## src/rtl/ad9783_spi_responder.sv

```systemverilog
// ad9783_spi_responder
//   Serial-port target modelling the AD9783 control interface. Decodes 16-bit
//   SPI frames (write {0,2'b00,addr[4:0],data[7:0]}, read {1,2'b00,addr[4:0],8'h00}),
//   keeps a 32 x 8 register file and returns register contents on SDO for reads.
//   The SPI pins are oversampled on clk_in (CPOL=0, CPHA=0).
//
// Ports
//   clk_in         system clock
//   rst_in         asynchronous active-high reset
//   spi_scs_in     chip select, active low
//   spi_sck_in     SPI clock, idles low
//   spi_sdi_in     serial data in, MSB first
//   spi_sdo_out    serial read data out (0 except in the data byte of a read)
//   wr_strobe_out  one-cycle pulse when a register write commits
//   wr_addr_out    address of the last committed write
//   wr_data_out    data of the last committed write
//   smp_dly_out    live contents of register 0x05
//   frame_err_out  one-cycle pulse when a frame is aborted by SCS rising early
module ad9783_spi_responder #(
  parameter int          SYNC_STAGES  = 2,
  parameter logic [7:0]  SMP_DLY_INIT = 8'h00
) (
  input  logic       clk_in,
  input  logic       rst_in,
  input  logic       spi_scs_in,
  input  logic       spi_sck_in,
  input  logic       spi_sdi_in,
  output logic       spi_sdo_out,
  output logic       wr_strobe_out,
  output logic [4:0] wr_addr_out,
  output logic [7:0] wr_data_out,
  output logic [7:0] smp_dly_out,
  output logic       frame_err_out
);

  localparam logic [1:0] ST_IDLE  = 2'd0;
  localparam logic [1:0] ST_INSTR = 2'd1;
  localparam logic [1:0] ST_DATA  = 2'd2;
  localparam logic [1:0] ST_DONE  = 2'd3;

  logic [SYNC_STAGES-1:0] scs_sync_q, scs_sync_d;
  logic [SYNC_STAGES-1:0] sck_sync_q, sck_sync_d;
  logic [SYNC_STAGES-1:0] sdi_sync_q, sdi_sync_d;
  logic                   sck_dly_q, sck_dly_d;
  logic [SYNC_STAGES-1:0] fill_q, fill_d;
  logic                   armed_q, armed_d;

  logic [1:0]  state_q, state_d;
  // Holds the bits received so far; together with the incoming bit it forms
  // the full 16-bit frame at the 16th rising edge.
  logic [14:0] shift_q, shift_d;
  logic [4:0]  cnt_q, cnt_d;
  logic        rw_q, rw_d;
  logic [4:0]  addr_q, addr_d;
  logic [7:0]  sdo_sh_q, sdo_sh_d;
  logic        sdo_ld_q, sdo_ld_d;
  logic        sdo_q, sdo_d;
  logic        wr_strobe_q, wr_strobe_d;
  logic [4:0]  wr_addr_q, wr_addr_d;
  logic [7:0]  wr_data_q, wr_data_d;
  logic        frame_err_q, frame_err_d;
  logic [7:0]  regs_q [32];
  logic [7:0]  regs_d [32];

  logic scs_s, sck_s, sdi_s, sck_rise, sck_fall, sync_vld;

  always_comb begin
    scs_s    = scs_sync_q[SYNC_STAGES-1];
    sck_s    = sck_sync_q[SYNC_STAGES-1];
    sdi_s    = sdi_sync_q[SYNC_STAGES-1];
    sck_rise = sck_s & ~sck_dly_q;
    sck_fall = ~sck_s & sck_dly_q;
    // Synchronizer outputs are only trusted once the reset fill values have
    // been flushed by real pin samples.
    sync_vld = fill_q[SYNC_STAGES-1];
  end

  always_comb begin
    scs_sync_d = {scs_sync_q[SYNC_STAGES-2:0], spi_scs_in};
    sck_sync_d = {sck_sync_q[SYNC_STAGES-2:0], spi_sck_in};
    sdi_sync_d = {sdi_sync_q[SYNC_STAGES-2:0], spi_sdi_in};
    sck_dly_d  = sck_s;
    fill_d     = {fill_q[SYNC_STAGES-2:0], 1'b1};
    // A frame may only start after SCS has been seen high; this keeps a
    // frame interrupted by reset from being decoded from its middle.
    armed_d    = armed_q | (sync_vld & scs_s);

    state_d     = state_q;
    shift_d     = shift_q;
    cnt_d       = cnt_q;
    rw_d        = rw_q;
    addr_d      = addr_q;
    sdo_sh_d    = sdo_sh_q;
    sdo_ld_d    = sdo_ld_q;
    wr_strobe_d = 1'b0;
    wr_addr_d   = wr_addr_q;
    wr_data_d   = wr_data_q;
    frame_err_d = 1'b0;
    regs_d      = regs_q;

    case (state_q)
      ST_IDLE: begin
        cnt_d    = 5'd0;
        sdo_sh_d = 8'h00;
        sdo_ld_d = 1'b0;
        if (sync_vld && !scs_s) begin
          state_d = armed_q ? ST_INSTR : ST_DONE;
        end
      end
      ST_INSTR: begin
        if (sck_rise) begin
          shift_d = {shift_q[13:0], sdi_s};
          cnt_d   = cnt_q + 5'd1;
          if (cnt_q == 5'd7) begin
            rw_d    = shift_q[6];
            addr_d  = {shift_q[3:0], sdi_s};
            state_d = ST_DATA;
          end
        end else if (scs_s) begin
          frame_err_d = 1'b1;
          state_d     = ST_IDLE;
        end
      end
      ST_DATA: begin
        // A final rising edge seen together with SCS high still completes.
        if (sck_rise) begin
          shift_d = {shift_q[13:0], sdi_s};
          cnt_d   = cnt_q + 5'd1;
          if (cnt_q == 5'd15) begin
            state_d = ST_DONE;
            // shift_q[14] is frame bit 15, the read/write flag.
            if (!shift_q[14]) begin
              regs_d[addr_q] = {shift_q[6:0], sdi_s};
              wr_strobe_d    = 1'b1;
              wr_addr_d      = addr_q;
              wr_data_d      = {shift_q[6:0], sdi_s};
            end
          end
        end else if (scs_s) begin
          frame_err_d = 1'b1;
          state_d     = ST_IDLE;
        end else if (sck_fall && rw_q) begin
          if (!sdo_ld_q) begin
            sdo_sh_d = regs_q[addr_q];
            sdo_ld_d = 1'b1;
          end else begin
            sdo_sh_d = {sdo_sh_q[6:0], 1'b0};
          end
        end
      end
      default: begin
        if (scs_s) begin
          state_d = ST_IDLE;
        end
      end
    endcase

    sdo_d = (state_q == ST_DATA && rw_q) ? sdo_sh_q[7] : 1'b0;
  end

  always_ff @(posedge clk_in or posedge rst_in) begin
    if (rst_in) begin
      scs_sync_q  <= '1;
      sck_sync_q  <= '0;
      sdi_sync_q  <= '0;
      sck_dly_q   <= 1'b0;
      fill_q      <= '0;
      armed_q     <= 1'b0;
      state_q     <= ST_IDLE;
      shift_q     <= '0;
      cnt_q       <= 5'd0;
      rw_q        <= 1'b0;
      addr_q      <= 5'd0;
      sdo_sh_q    <= 8'h00;
      sdo_ld_q    <= 1'b0;
      sdo_q       <= 1'b0;
      wr_strobe_q <= 1'b0;
      wr_addr_q   <= 5'd0;
      wr_data_q   <= 8'h00;
      frame_err_q <= 1'b0;
      for (int i = 0; i < 32; i++) begin
        regs_q[i] <= (i == 5) ? SMP_DLY_INIT : 8'h00;
      end
    end else begin
      scs_sync_q  <= scs_sync_d;
      sck_sync_q  <= sck_sync_d;
      sdi_sync_q  <= sdi_sync_d;
      sck_dly_q   <= sck_dly_d;
      fill_q      <= fill_d;
      armed_q     <= armed_d;
      state_q     <= state_d;
      shift_q     <= shift_d;
      cnt_q       <= cnt_d;
      rw_q        <= rw_d;
      addr_q      <= addr_d;
      sdo_sh_q    <= sdo_sh_d;
      sdo_ld_q    <= sdo_ld_d;
      sdo_q       <= sdo_d;
      wr_strobe_q <= wr_strobe_d;
      wr_addr_q   <= wr_addr_d;
      wr_data_q   <= wr_data_d;
      frame_err_q <= frame_err_d;
      for (int i = 0; i < 32; i++) begin
        regs_q[i] <= regs_d[i];
      end
    end
  end

  assign spi_sdo_out   = sdo_q;
  assign wr_strobe_out = wr_strobe_q;
  assign wr_addr_out   = wr_addr_q;
  assign wr_data_out   = wr_data_q;
  assign smp_dly_out   = regs_q[5];
  assign frame_err_out = frame_err_q;

endmodule

```

## config.mk

```make
export PLATFORM = sky130hd
export DESIGN_NAME = ad9783_spi_responder
export DESIGN_NICKNAME = d
export VERILOG_FILES = /design/src/rtl/ad9783_spi_responder.sv
export SDC_FILE = /design/constraint.sdc
export NUM_CORES = 1
export LEC_CHECK = 0
export CORE_UTILIZATION = 49
export DETAILED_ROUTE_END_ITERATION = 8
export GPL_TIMING_DRIVEN = 0
export PLACE_DENSITY = 0.62
export SETUP_SLACK_MARGIN = 0.3
export SLEW_MARGIN = 5
export SYNTH_ARGS = -nofsm -noshare
export SYNTH_HDL_FRONTEND = slang
export SYNTH_SLANG_ARGS = --single-unit
```

## constraint.sdc

```tcl
create_clock -name clk_in -period 13.4 [get_ports clk_in]
set_input_delay 2.01 -clock clk_in [delete_from_list [all_inputs] [get_ports clk_in]]
set_output_delay 2.01 -clock clk_in [all_outputs]
set_load 0.02 [all_outputs]
```

==> flow_metrics.env <==
export IMPL_ys_ff_latch=319
export IMPL_antenna_found_initial=2
export IMPL_firstDrtPassIters=5
export IMPL_multi_input_area_mm2=0.00613
export IMPL_diodes=0
export IMPL_cts_buffer_depth=3
export IMPL_vias_per_cell=6.13
export IMPL_ys_seq_area_frac=0.551
export IMPL_p_int_mw=1.63
export IMPL_cts_tree="built"
export IMPL_wl_um=42600
export IMPL_slew_headroom=0.275
export IMPL_layout_area_seq_mm2=0.00799
export IMPL_vdd_ir_drop_max_mv=0.0967
export IMPL_grt_usage=0.293
export IMPL_clock_latency_ns=0.53
export IMPL_p_clk_frac=0.431
export IMPL_synth_ff_type="dfrtp_1"
export IMPL_pwr_share_comb=0.126
export IMPL_antenna_left=0
export IMPL_synth_mux_area_frac=0.323
export IMPL_cts_sinks=319
export IMPL_status="complete, no violations"
export IMPL_synth_top_family_by_area="multiplexers"
export IMPL_synth_compound_area_frac=0.0315
export IMPL_area_growth_pct=14.0
export IMPL_die_w_um=174
export IMPL_fin_util=0.571
export IMPL_grt_overflow=0
export IMPL_stdcell_area_mm2=0.0165
export IMPL_wl_per_cell_um=28.3
export IMPL_drive_above_1_share=0.390
export IMPL_critPathCaptureType="primary output"
export IMPL_worstSetupPathType="reg -> out"
export IMPL_synth_top_area_share=0.547
export IMPL_syn_nets=1040
export IMPL_core_mm2=0.0289
export IMPL_period_needed_ns=3.66
export IMPL_max_freq_mhz=273
export IMPL_power_density_mw_per_mm2=139
export IMPL_maxSlewViolCount=0
export IMPL_clock_root_buffer="clkbuf_16"
export IMPL_std_cell_rows=62
export IMPL_final_cell_mix="317 x dfrtp_1, 295 x mux2_2, 53 x clkbuf_1, 53 x mux2i_1, 43 x nand2_1"
export IMPL_critPathMaxFanout=3
export IMPL_hold_path_class="reg -> reg"
export IMPL_yosysUniqueCellTypes=60
export IMPL_p_switching_uw=663
export IMPL_yosysTopAreaCell="dfrtp_1"
export IMPL_cp_required_ns=11.39
export IMPL_portBuffers=28
export IMPL_grt_pass1_wl_um=64400
export IMPL_die_h_um=174
export IMPL_fillers=2406
export IMPL_cts_buffers=37
export IMPL_start_util=0.501
export IMPL_vias=9232
export IMPL_yosysWarnings=0
export IMPL_seqPwrFrac=0.443
export IMPL_first_iter_violations=700
export IMPL_finalSetupViolations=0
export IMPL_synth_adder_area_share=0.00518
export IMPL_nets=1110
export IMPL_rsz0062_at_grt="false"
export IMPL_arrival_ns=1.65
export IMPL_synth_area_leaders="dfrtp_1 55%, mux2_2 23%, mux4_2 5.6%, mux2i_1 3.7%, clkbuf_1 1.1%"
export IMPL_cts_repair_resized=0
export IMPL_path_clk_slew_ns=0.05
export IMPL_min_period_over_period=0.273
export IMPL_synth_simple_area_share=0.0618
export IMPL_sw_frac_of_total=0.289
export IMPL_globalplace_congestion=0.952
export IMPL_grt_max_degree=123
export IMPL_syn_inst=1029
export IMPL_timing_hold_ws_ns=0.351
export IMPL_fin_skew_ns=0.0162
export IMPL_tns_ns=0
export IMPL_dpl_instance_area_mm2=0.0153
export IMPL_die_area_mm2=0.0303
export IMPL_holdBufCountCts=0
export IMPL_first_global_vias=9323
export IMPL_final_common_cell="dfrtp_1"
export IMPL_hold_viol=0
export IMPL_place_hpwl_um=28900
export IMPL_cp_start_kind="flip-flop"
export IMPL_syn_avg_cell_area_um2=14.1
export IMPL_io_pins=29
export IMPL_maxCapViolCount=0
export IMPL_worst_slew_pin_slew_ns=1.09
export IMPL_synth_edf_count=0
export IMPL_drc=0
export IMPL_synth_xor_area_share=0.000604
export IMPL_cellLeakagePower_nw=7.63
export IMPL_postCtsSetupRepairBufs=0
export IMPL_htree_levels=2
export IMPL_async_flop_share=1.00
export IMPL_synth_area_mm2=0.0145
-- power groups by stage --
stage	clock, mW	sequential (mW)	combinational (mW)
after CTS	1.00	1.02	0.290
after global routing	1.05	1.02	0.309
final	0.989	1.02	0.288
after detailed placement	0	1.03	0.287
after floorplan	0	1.02	0.142
after global placement	0	1.03	0.283
-- metal layers --
layer,routed length [µm],GRT usage
met5,0,0
met4,926,0.0709
met3,2010,0.0383
met2,19400,0.450
met1,20200,0.443
-- cell usage after synthesis (all sizes together) (2+ instances only) --
| library cell | count |
|---|---|
| a211o | 3 |
| a21oi | 9 |
| a22oi | 9 |
| a311oi | 3 |
| a31oi | 5 |
| and2 | 2 |
| and3 | 4 |
| and4 | 2 |
| buf | 31 |
| clkbuf | 43 |
| dfrtp | 317 |
| dfstp | 2 |
| ha | 6 |
| inv | 12 |
| mux2 | 297 |
| mux2i | 53 |
| mux4 | 36 |
| nand2 | 43 |
| nand2b | 9 |
| nand3 | 16 |
| nand4 | 4 |
| nand4b | 3 |
| nor2 | 31 |
| nor2b | 9 |
| nor3 | 18 |
| nor4 | 14 |
| o21ai | 10 |
| o221ai | 2 |
| o22ai | 12 |
| o31ai | 2 |
| o32ai | 3 |
-- metrics by stage --
step	std cells	power (mW)	setup WS [ns]
3_5_place_dp	1444	1.32	9.73
6_report	1507	2.29	9.74
3_3_place_gp	1441	1.32	-1.62
2_1_floorplan	1029	1.16	2.57
5_1_grt	1507	2.38	9.57
4_1_cts	1507	2.31	9.71
-- critical path, cell delays in order (launching register included) --
cell and delay [ns]:
dfrtp_1 0.41, buf_4 0.13, clkdlybuf4s50_1 0.59
-- layout make-up --
| class | instances | area share |
|---|---|---|
| tap | 384 | 0.0291 |
| clock inverter | 9 | 0.00773 |
| clock buffer | 54 | 0.0642 |
| timing repair buffer | 31 | 0.0208 |
| buffer | 74 | 0.0202 |
| inverter | 13 | 0.00341 |
| sequential | 319 | 0.483 |
| multi-input combinational | 623 | 0.371 |
-- cell families (layout without fill, tap and decap cells) --
family                   count (synthesis)  in the layout
multiplexers                           386            386
flip-flops                             319            319
AND/OR/NAND/NOR                        162            162
buffers and inverters                   87            181
AO/OA/AOI/OAI                           67             67
adder cells (fa/ha/maj)                  6              6
other                                    1              1
XOR/XNOR                                 1              1
-- sequential cells by signal, summed over array words and instances, names as in the netlist --
| register | cells |
|---|---|
| wr_addr_out | 5 |
| armed_q | 1 |
| spi_sdo_out | 1 |
| sdo_ld_q | 1 |
| sdo_sh_q | 8 |
| wr_strobe_out | 1 |
| sdi_sync_q | 2 |
| shift_q | 15 |
| cnt_q | 5 |
| scs_sync_q | 2 |
| sck_dly_q | 1 |
| fill_q | 2 |
| smp_dly_out | 8 |
| state_q | 2 |
| addr_q | 5 |
| regs_q | 248 |
| rw_q | 1 |
| wr_data_out | 8 |
| frame_err_out | 1 |
| sck_sync_q | 2 |
-- path summary, 6_finish.rpt --
| kind | start | to | slack, ns | cells after the start |
|---|---|---|---|---|
| setup / recovery | smp_dly_out[3] | smp_dly_out[3] | 9.74 | 2 |
| hold reg to reg | sdi_sync_q[0] | sdi_sync_q[1] | 0.35 | 0 |
| setup reg to reg | cnt_q[0] | regs_q[39] | 9.75 | 8 |
| max in group asynchronous | rst_in | shift_q[7] | 10.29 | 3 |
| min in group asynchronous | rst_in | regs_q[236] | 2.02 | 2 |
| hold / removal | sdi_sync_q[0] | sdi_sync_q[1] | 0.35 | 0 |
No activity file was read; power rests on OpenSTA's default activity.
